==> config.mk <==
export PLATFORM = sky130hd
export DESIGN_NAME = npc_bpu
export DESIGN_NICKNAME = d
export VERILOG_FILES = /design/src/rtl/npc_bpu.sv
export SDC_FILE = /design/constraint.sdc
export NUM_CORES = 2
export LEC_CHECK = 0
export BUFFER_PORTS_ARGS = -buffer_cell sky130_fd_sc_hd__buf_2
export CORE_MARGIN = 3
export CORE_UTILIZATION = 30
export DETAILED_ROUTE_END_ITERATION = 8
export SLEW_MARGIN = 10
export SYNTH_ARGS = -nofsm -noshare
export SYNTH_HDL_FRONTEND = slang
export SYNTH_SLANG_ARGS = --single-unit
==> constraint.sdc <==
create_clock -name clk -period 71.5 [get_ports clk]
set_input_delay 3.575 -clock clk [delete_from_list [all_inputs] [get_ports clk]]
set_output_delay 3.575 -clock clk [all_outputs]
set_load 0.02 [all_outputs]
==> src/rtl/npc_bpu.sv <==
// ---------------------------------------------------------------------------
// npc_bpu - fetch-stage next-PC predictor
//
// Predicts the next fetch PC from a direct-mapped branch target buffer (BTB)
// with 2-bit saturating counters and a return-address stack (RAS). Training
// and RAS updates happen when a control-flow instruction is resolved in ID,
// so the RAS is non-speculative. There is no delay slot: fall-through is PC+4.
//
// Ports
//   clk, rst          clock, asynchronous active-high reset
//   PCF               current fetch PC
//   PredNPCF          predicted next fetch PC (combinational from PCF)
//   PredTakenF        prediction differs from PCF+4
//   ResValidD         one resolved control-flow instruction this cycle
//   ResPCD            PC of the resolved instruction
//   ResIsBrD          conditional branch
//   ResIsJD           any jump (j/jal/jr/jalr)
//   ResIsCallD        jal/jalr (pushes the return address)
//   ResIsRetD         jr $31 (pops the return address)
//   ResTakenD         actual direction (1 for jumps)
//   ResTargetD        actual taken target
//   ResPredNPCD       prediction that was made for this instruction in IF
//   MispredD          prediction was wrong
//   RedirectPCD       correct next PC (0 when ResValidD is low)
// ---------------------------------------------------------------------------
module npc_bpu #(
    parameter int          ADDR_W    = 32,
    parameter int          ENTRIES   = 16,
    parameter int          RAS_DEPTH = 4,
    parameter logic [1:0]  CNT_INIT  = 2'b01
) (
    input  logic              clk,
    input  logic              rst,
    input  logic [ADDR_W-1:0] PCF,
    output logic [ADDR_W-1:0] PredNPCF,
    output logic              PredTakenF,
    input  logic              ResValidD,
    input  logic [ADDR_W-1:0] ResPCD,
    input  logic              ResIsBrD,
    input  logic              ResIsJD,
    input  logic              ResIsCallD,
    input  logic              ResIsRetD,
    input  logic              ResTakenD,
    input  logic [ADDR_W-1:0] ResTargetD,
    input  logic [ADDR_W-1:0] ResPredNPCD,
    output logic              MispredD,
    output logic [ADDR_W-1:0] RedirectPCD
);

    localparam int IDX_W  = $clog2(ENTRIES);
    localparam int TAG_W  = ADDR_W - IDX_W - 2;
    localparam int RAS_PW = (RAS_DEPTH > 1) ? $clog2(RAS_DEPTH) : 1;
    localparam int RAS_CW = $clog2(RAS_DEPTH + 1);

    typedef enum logic [1:0] {
        TYPE_BR  = 2'd0,
        TYPE_JMP = 2'd1,
        TYPE_RET = 2'd2
    } btb_type_e;

    // Combinational views of the per-entry BTB registers.
    logic [ENTRIES-1:0]             btb_valid;
    logic [ENTRIES-1:0][TAG_W-1:0]  btb_tag;
    logic [ENTRIES-1:0][ADDR_W-1:0] btb_target;
    logic [ENTRIES-1:0][1:0]        btb_type;
    logic [ENTRIES-1:0][1:0]        btb_cnt;

    // Single BTB write port, driven by resolution.
    logic              wr_en;
    logic [IDX_W-1:0]  wr_idx;
    logic              wr_valid;
    logic [TAG_W-1:0]  wr_tag;
    logic [ADDR_W-1:0] wr_target;
    logic [1:0]        wr_type;
    logic [1:0]        wr_cnt;

    // RAS state.
    logic [ADDR_W-1:0] ras_q [RAS_DEPTH];
    logic [ADDR_W-1:0] ras_d [RAS_DEPTH];
    logic [RAS_PW-1:0] ras_top_q, ras_top_d;
    logic [RAS_CW-1:0] ras_cnt_q, ras_cnt_d;

    // PC[1:0] is always zero and carries no information.
    logic unused_pc_bits;
    assign unused_pc_bits = ^{PCF[1:0], ResPCD[1:0]};

    // -----------------------------------------------------------------------
    // BTB entries: one register set per entry with a decoded write enable.
    // -----------------------------------------------------------------------
    genvar gi;
    generate
        for (gi = 0; gi < ENTRIES; gi++) begin : g_btb
            logic              sel;
            logic              valid_q,  valid_d;
            logic [TAG_W-1:0]  tag_q,    tag_d;
            logic [ADDR_W-1:0] target_q, target_d;
            logic [1:0]        type_q,   type_d;
            logic [1:0]        cnt_q,    cnt_d;

            always_comb begin
                sel      = wr_en && (wr_idx == IDX_W'(gi));
                valid_d  = sel ? wr_valid  : valid_q;
                tag_d    = sel ? wr_tag    : tag_q;
                target_d = sel ? wr_target : target_q;
                type_d   = sel ? wr_type   : type_q;
                cnt_d    = sel ? wr_cnt    : cnt_q;
            end

            always_ff @(posedge clk or posedge rst) begin
                if (rst) begin
                    valid_q  <= 1'b0;
                    tag_q    <= '0;
                    target_q <= '0;
                    type_q   <= TYPE_BR;
                    cnt_q    <= CNT_INIT;
                end else begin
                    valid_q  <= valid_d;
                    tag_q    <= tag_d;
                    target_q <= target_d;
                    type_q   <= type_d;
                    cnt_q    <= cnt_d;
                end
            end

            assign btb_valid[gi]  = valid_q;
            assign btb_tag[gi]    = tag_q;
            assign btb_target[gi] = target_q;
            assign btb_type[gi]   = type_q;
            assign btb_cnt[gi]    = cnt_q;
        end
    endgenerate

    // -----------------------------------------------------------------------
    // Fetch lookup (combinational, sees pre-edge contents).
    // -----------------------------------------------------------------------
    logic [IDX_W-1:0]  f_idx;
    logic [TAG_W-1:0]  f_tag;
    logic              f_hit;
    logic [ADDR_W-1:0] f_pc_plus4;
    logic [ADDR_W-1:0] f_pred;

    always_comb begin
        f_idx      = PCF[IDX_W+1:2];
        f_tag      = PCF[ADDR_W-1:IDX_W+2];
        f_pc_plus4 = PCF + ADDR_W'(4);
        f_hit      = btb_valid[f_idx] && (btb_tag[f_idx] == f_tag);
        f_pred     = f_pc_plus4;
        if (f_hit) begin
            case (btb_type[f_idx])
                TYPE_RET: f_pred = (ras_cnt_q != '0) ? ras_q[ras_top_q]
                                                     : btb_target[f_idx];
                TYPE_JMP: f_pred = btb_target[f_idx];
                TYPE_BR:  if (btb_cnt[f_idx][1]) f_pred = btb_target[f_idx];
                default:  f_pred = f_pc_plus4;
            endcase
        end
    end

    assign PredNPCF   = f_pred;
    assign PredTakenF = (f_pred != f_pc_plus4);

    // -----------------------------------------------------------------------
    // Resolution: misprediction check and redirect.
    // -----------------------------------------------------------------------
    logic [ADDR_W-1:0] res_pc_plus4;
    logic [ADDR_W-1:0] actual_npc;

    always_comb begin
        res_pc_plus4 = ResPCD + ADDR_W'(4);
        actual_npc   = ResTakenD ? ResTargetD : res_pc_plus4;
        MispredD     = ResValidD && (actual_npc != ResPredNPCD);
        RedirectPCD  = ResValidD ? actual_npc : '0;
    end

    // -----------------------------------------------------------------------
    // BTB training.
    // -----------------------------------------------------------------------
    logic [IDX_W-1:0]  res_idx;
    logic [TAG_W-1:0]  res_tag;
    logic              res_hit;
    logic [1:0]        cur_cnt;
    logic [1:0]        cnt_inc;
    logic [1:0]        cnt_dec;

    always_comb begin
        res_idx = ResPCD[IDX_W+1:2];
        res_tag = ResPCD[ADDR_W-1:IDX_W+2];
        res_hit = btb_valid[res_idx] && (btb_tag[res_idx] == res_tag);
        cur_cnt = btb_cnt[res_idx];
        cnt_inc = (cur_cnt == 2'b11) ? 2'b11 : cur_cnt + 2'd1;
        cnt_dec = (cur_cnt == 2'b00) ? 2'b00 : cur_cnt - 2'd1;

        wr_en     = 1'b0;
        wr_idx    = res_idx;
        wr_valid  = btb_valid[res_idx];
        wr_tag    = btb_tag[res_idx];
        wr_target = btb_target[res_idx];
        wr_type   = btb_type[res_idx];
        wr_cnt    = cur_cnt;

        if (ResValidD) begin
            if (ResIsJD) begin
                // Jumps always (re)write; a fresh allocation starts weakly taken.
                wr_en     = 1'b1;
                wr_valid  = 1'b1;
                wr_tag    = res_tag;
                wr_target = ResTargetD;
                wr_type   = ResIsRetD ? TYPE_RET : TYPE_JMP;
                wr_cnt    = res_hit ? cur_cnt : 2'b10;
            end else if (ResIsBrD) begin
                if (res_hit) begin
                    wr_en  = 1'b1;
                    wr_cnt = ResTakenD ? cnt_inc : cnt_dec;
                    if (ResTakenD) wr_target = ResTargetD;
                end else if (ResTakenD) begin
                    // Only taken branches are worth a BTB slot.
                    wr_en     = 1'b1;
                    wr_valid  = 1'b1;
                    wr_tag    = res_tag;
                    wr_target = ResTargetD;
                    wr_type   = TYPE_BR;
                    wr_cnt    = 2'b10;
                end
            end
        end
    end

    // -----------------------------------------------------------------------
    // Return-address stack: circular buffer, top pointer plus occupancy.
    // Overflow silently overwrites the oldest entry.
    // -----------------------------------------------------------------------
    logic [RAS_PW-1:0] top_inc;
    logic [RAS_PW-1:0] top_dec;

    always_comb begin
        top_inc = (ras_top_q == RAS_PW'(RAS_DEPTH - 1)) ? '0 : ras_top_q + RAS_PW'(1);
        top_dec = (ras_top_q == '0) ? RAS_PW'(RAS_DEPTH - 1) : ras_top_q - RAS_PW'(1);

        ras_d     = ras_q;
        ras_top_d = ras_top_q;
        ras_cnt_d = ras_cnt_q;

        if (ResValidD) begin
            if (ResIsCallD && ResIsRetD) begin
                // jalr $31: pop then push collapses into replacing the top.
                ras_d[ras_top_q] = res_pc_plus4;
                if (ras_cnt_q == '0) ras_cnt_d = RAS_CW'(1);
            end else if (ResIsCallD) begin
                ras_top_d      = top_inc;
                ras_d[top_inc] = res_pc_plus4;
                if (ras_cnt_q != RAS_CW'(RAS_DEPTH)) ras_cnt_d = ras_cnt_q + RAS_CW'(1);
            end else if (ResIsRetD && (ras_cnt_q != '0)) begin
                ras_top_d = top_dec;
                ras_cnt_d = ras_cnt_q - RAS_CW'(1);
            end
        end
    end

    always_ff @(posedge clk or posedge rst) begin
        if (rst) begin
            for (int i = 0; i < RAS_DEPTH; i++) ras_q[i] <= '0;
            ras_top_q <= '0;
            ras_cnt_q <= '0;
        end else begin
            ras_q     <= ras_d;
            ras_top_q <= ras_top_d;
            ras_cnt_q <= ras_cnt_d;
        end
    end

endmodule

# --- Yosys cells after proc, flatten, opt, wreduce, memory -nomap -nowiden ---
# Cells that the tools add are included.
word_totals:
  reg_bits: 1141
  input_bits: 136
  out_inout_bits: 66
  word_cells: 244
classes:
  n_addsub: 8
  magnitude_cmp: 6
  eq_ne: 26
  n_mux: 80
  n_bitwise: 3
  reduce_logical: 35
op_table:
  columns: ["cell", "n"]
  rows:
  - ["two-way mux 32 bit", 15]
  - ["binary-select mux 32 bit (select 4 bit)", 2]
  - ["bitwise mux 128 bit", 2]
  - ["two-way mux 128 bit", 2]
  - ["binary-select mux 26 bit (select 4 bit)", 2]
  - ["two-way mux 26 bit", 7]
  - ["demux 32 bit (select 2 bit)", 2]
  - ["one-hot mux 32 bit (3 select lines)", 1]
  - ["adder 32 x 3 -> 32 bit (second input constant)", 2]
  - ["binary-select mux 32 bit (select 2 bit)", 1]
  - ["inequality test 32 bit", 2]
  - ["== test 26 bit", 2]
  - ["two-way mux 2 bit", 23]
  - ["binary-select mux 2 bit (select 4 bit)", 4]
  - ["== test 4 bit (second input constant)", 8]
  - ["logical AND 1 bit", 23]
  - ["== test 4 x 3 -> 1 bit (second input constant)", 4]
  - ["two-way mux 3 bit", 5]
  - ["two-way mux 1 bit", 12]
  - ["less-than comparator 4 x 5 -> 1 bit (second input constant)", 2]
  - ["binary-select mux 1 bit (select 4 bit)", 2]
  - ["== test 4 x 2 -> 1 bit (second input constant)", 2]
  - ["== test 2 bit (second input constant)", 3]
  - ["greater-or-equal comparator 3 bit (second input constant)", 2]
  - ["other kinds (20)", 28]

# --- Longest topological paths before layout ---
depth:
  ltp_word: 10
  mapped_depth: 17
  mapped_depth_nobuf: 10

# --- Worst setup path before layout ---
# No wires, ideal clock.
synth_path:
  path_type: "input port to output port"
  from: "in ResPCD[2]"
  to: "out MispredD"
  t_arrival_ns: 7.492
  required_time_ns: 67.925
  setup_slack_ns: 60.433
  cell_stages: 17
  n_path_buf: 7
  path_cell_list: "buf_2 buf_6 buf_4 buf_2 buf_2 buf_2 buf_2 inv_1 ha_1 mux2i_1 xor2_1 o2111ai_1 nor4bb_1 nand4_1 or4_1 nor4_1 a41oi_1"
synth_via:
  elab_chain_cells: 4
synth_rtl:
  columns: ["item", "line_no", "source"]
  rows:
  - ["start, declared", "38", "input logic [ADDR_W-1:0] ResPCD,"]
  - ["adder 32 x 3 -> 32 bit", "169", "res_pc_plus4 = ResPCD + ADDR_W'(4);"]
  - ["two-way mux 32 bit", "170", "actual_npc = ResTakenD ? ResTargetD : res_pc_plus4;"]
  - ["inequality test 32 bit", "171", "MispredD = ResValidD && (actual_npc != ResPredNPCD);"]
  - ["logical AND 1 bit", "171", null]
  - ["end, declared", "46", "output logic MispredD,"]
# Every way passes these cells.

# --- Final worst setup path ---
layout_path:
  from: "in PCF[2]"
  to: "out PredNPCF[0]"
layout_via:
  elab_chain_cells: 5
  elab_cells_between_ends: 19
  cone_classes: "eq/ne: 3; mux: 14; reduce/logical: 2"
layout_rtl:
  columns: ["item", "line_no", "source"]
  rows:
  - ["start, declared", "34", "input logic [ADDR_W-1:0] PCF,"]
  - ["binary-select mux 26 bit (select 4 bit) (tied with other cells)", "146", "f_hit = btb_valid[f_idx] && (btb_tag[f_idx] == f_tag);"]
  - ["two-way mux 26 bit (not written as such) (tied with other cells)", "146", null]
  - ["== test 26 bit (tied with other cells)", "146", null]
  - ["logical AND 1 bit / one-hot mux 32 bit (3 select lines) (equally long branches)", "146, 149", null]
  - ["two-way mux 32 bit *", "148", "if (f_hit) begin"]
  - ["end, declared", "35", "output logic [ADDR_W-1:0] PredNPCF,"]
# Mark *: on every way between the ends. The rest lies on a longest branch, timed or not. The select of a mux whose other input is x is not followed.

==> reports/summary.txt <==
commonest non-fill, non-tap cell in the layout -> nor2_1
vias in the first global route -> 49036
DRT Pass-1 Iters -> 8
Main synth FF type -> dfrtp_1
syn_nets -> 6030
grt total ovfl -> 0
MaxCap Viol Count -> 0
Synth Warn # -> 0
Worst Hold Endpoint -> g_btb[3].valid_q
Yosys reg bits -> 1141
Cells after Synth -> 5882
PortBufs -> 201
Hold Path Depth -> 1
hold bufs inserted after CTS -> 0
Die Width -> 464 µm
drt drc -> 0
clk_skew -> 0.0796 ns
layout cells sized above 1 -> 20.4%
largest net degree at the start of global routing -> 153
Sw Share -> 35.9%
Tot Pwr -> 0.00256 W
first-pass GRT wire length -> 352 mm
Sink Count -> 1141
worst hold start -> g_btb[3].valid_q
minimum clock period -> 14.67 ns
post-DR wirelength/cell -> 28.0 µm
combinational power share -> 33.8%
Num CTS Buffers -> 121
Peak VDD IR -> 24.8 µV
final hold slack -> 0.489 ns
nets@finish -> 5949
Reg power frac -> 39.4%
WS Path Type -> primary input to output port
Pwr per Cell Area -> 36.1 nW/µm²
Final Cycle Share -> 20.5%
sequential fraction of the synthesis area -> 45.4%
Clock Pin Slew Worst Setup and Hold Paths -> 0.06 ns
f_max -> 68.2 MHz
Avg Vias per Cell -> 5.72
worst path arrival time -> 11.10 ns
core footprint -> 208000 µm²
critical path launch point type -> primary input
crit end category -> output port
P_leak -> 28.3 nW
num ports -> 202
status -> completed
Int Power -> 0.00164 W
Total GRT Usage -> 22.2%
EDFF count, synth -> 0
CTS root buf -> clkbuf_16
routability congestion estimate -> 0.957
Worst slew margin -> 3.44%
flop-to-flop setup slack -> 65.42 ns
Max Root-Sink Buffers -> 3
DR iter-0 viols -> 5638
CTS tree -> done
Tightest Hold Check Type -> flip-flop to flip-flop
slowest CP cell -> a21oi_1
Starting Density -> 30.3%
CP dominant cell by count -> buf_4
Worst Path Required -> 67.93 ns
die area -> 215000 µm²
slew of the pin with the lowest slew margin -> 1.45 ns
Clk pwr share -> 26.9%
critical-path cell list -> buf_8 > buf_4 > buf_4 > buf_4 > nor2b_1 > a22oi_1 > and3_1 > o21ai_0 > o2111ai_1 > nor4_1 > nand4_1 > or2_2 > a21oi_1 > buf_2
reg2reg end -> g_btb[10].tag_q[12]
worst reg2reg startpoint -> g_btb[11].tag_q[20]
biggest cell delay along the critical path -> 1.01 ns
initial antenna violation count -> 31
Via Count -> 49878
commonest cells after routing, fill and taps aside -> nor2_1 (1142), dfrtp_1 (1123), a21oi_1 (1095)
Synth cell types -> 80
R2R cell count -> 12
HPWL Detailed -> 162 mm
Core Rows -> 167
Hold Fails Final Rpt -> 0
final core utilization -> 34.1%
Syn Area/Cell -> 10.7 µm²
H-tree depth -> 3
Final setup viols -> 0
Synth async-reset ratio -> 100%
clock latency on the worst-skew pair -> 0.77 ns
Synth-to-Final Area Change -> 12.6%
DRT antenna net count -> 0
net load switching power -> 0.000917 W
Die Y -> 464 µm
max-slew violations -> 0
WL final -> 244 mm
cts repair resizes -> 0
area of the mapped netlist -> 62900 µm²
RSZ-0062 raised after global routing -> no
Crit Path Max Fanout -> 64
post-CTS setup buffer count -> 0
Fin Setup TNS -> 0 ns
==> area by class of cell <==
cell class / instances / area [µm²]
Fill cell: 20588 / 137000
Multi-Input combinational cell: 4160 / 32100
Sequential cell: 1141 / 28600
Clock buffer: 167 / 3490
Tap cell: 2788 / 3490
Timing Repair Buffer: 338 / 2140
Clock inverter: 60 / 868
Inverter: 39 / 156
Antenna cell: 26 / 65.1
==> state kept, by name (all words and copies together) (netlist names) <==
| name | cells |
|---|---|
| g_btb.cnt_q | 32 |
| g_btb.tag_q | 416 |
| g_btb.target_q | 512 |
| g_btb.type_q | 32 |
| g_btb.valid_q | 16 |
| ras_cnt_q | 3 |
| ras_q | 128 |
| ras_top_q | 2 |
==> logic make-up after synthesis <==
| family | Yosys count | share of synthesized area (%) |
|---|---|---|
| AO/OA/AOI/OAI | 1570 | 14.2 |
| XOR/XNOR | 142 | 2.00 |
| adder cells (fa/ha/maj) | 12 | 0.251 |
| buffers and inverters | 581 | 3.99 |
| flip-flops | 1141 | 45.4 |
| multiplexers | 824 | 23.4 |
| AND/OR/NAND/NOR | 1612 | 10.7 |
==> critical path: cells and delay by family <==
family	cells	cell delay [ns]
buffers and inverters	5	3.35
AOI/OAI and AO/OA	4	1.87
and+or+nand+nor	5	2.14
==> worst max-delay path by stage <==
stage	start	to	slack, ns	cells after the start
detailed placement	PCF[2]	PredNPCF[31]	56.86	15
global placement	PCF[2]	PredNPCF[31]	56.94	15
CTS	PCF[2]	PredNPCF[31]	56.86	15
finish	PCF[2]	PredNPCF[0]	56.83	14
global route	PCF[2]	PredNPCF[31]	56.47	15
floorplan	rst	g_btb[0].cnt_q[1]	35.82	1
==> cells in the mapped netlist, types with 21 or more instances <==
cell	instances	share of area, %
nand3_1	68	0.54
nor3_1	23	0.18
a221oi_1	68	0.95
mux4_2	496	18
xor2_1	51	0.71
xnor2_1	90	1.3
or2_2	21	0.21
dfrtp_1	1125	45
buf_1	80	0.48
and2_1	28	0.28
a22oi_1	52	0.62
a21oi_1	1095	8.7
o22ai_1	36	0.36
nand4_1	44	0.44
nor2_1	1154	6.9
buf_4	34	0.41
mux2i_1	259	4.1
a21o_1	22	0.26
mux2_2	51	0.91
o21ai_0	136	1.1
nand2_1	168	1.0
a221o_1	22	0.35
inv_1	37	0.22
clkbuf_1	282	1.7
buf_2	143	1.1
==> layer usage <==
metal  vias up  global-route usage, %  wire [µm]  share of wire (%)
li1      21404                      -          -                  -
met1     25352                   27.7      91900                 38
met2      2470                   34.1     111000                 45
met3       634                   5.36      23400                9.6
met4        18                   14.6      17800                7.3
met5         -                      0        309               0.13
==> power by group through the flow <==
stage                     clock [W]  sequential [W]  combinational (W)
after floorplan                   0        0.000972           0.000598
after global placement            0        0.000998           0.000833
after detailed placement          0         0.00101           0.000850
after CTS                  0.000697         0.00100           0.000853
after global routing       0.000723         0.00103           0.000930
final                      0.000687         0.00101           0.000863
==> stage by stage <==
stage | instance area (µm²) | setup slack [ns] | instances
finish | 70900 | 56.83 | 8719
detailed placement | 66400 | 56.86 | 8465
floorplan | 62900 | 35.82 | 5882
CTS | 70800 | 56.86 | 8692
global placement | 66400 | 56.94 | 8465
global route | 70800 | 56.47 | 8702
Power figures use the tool's default switching activity.
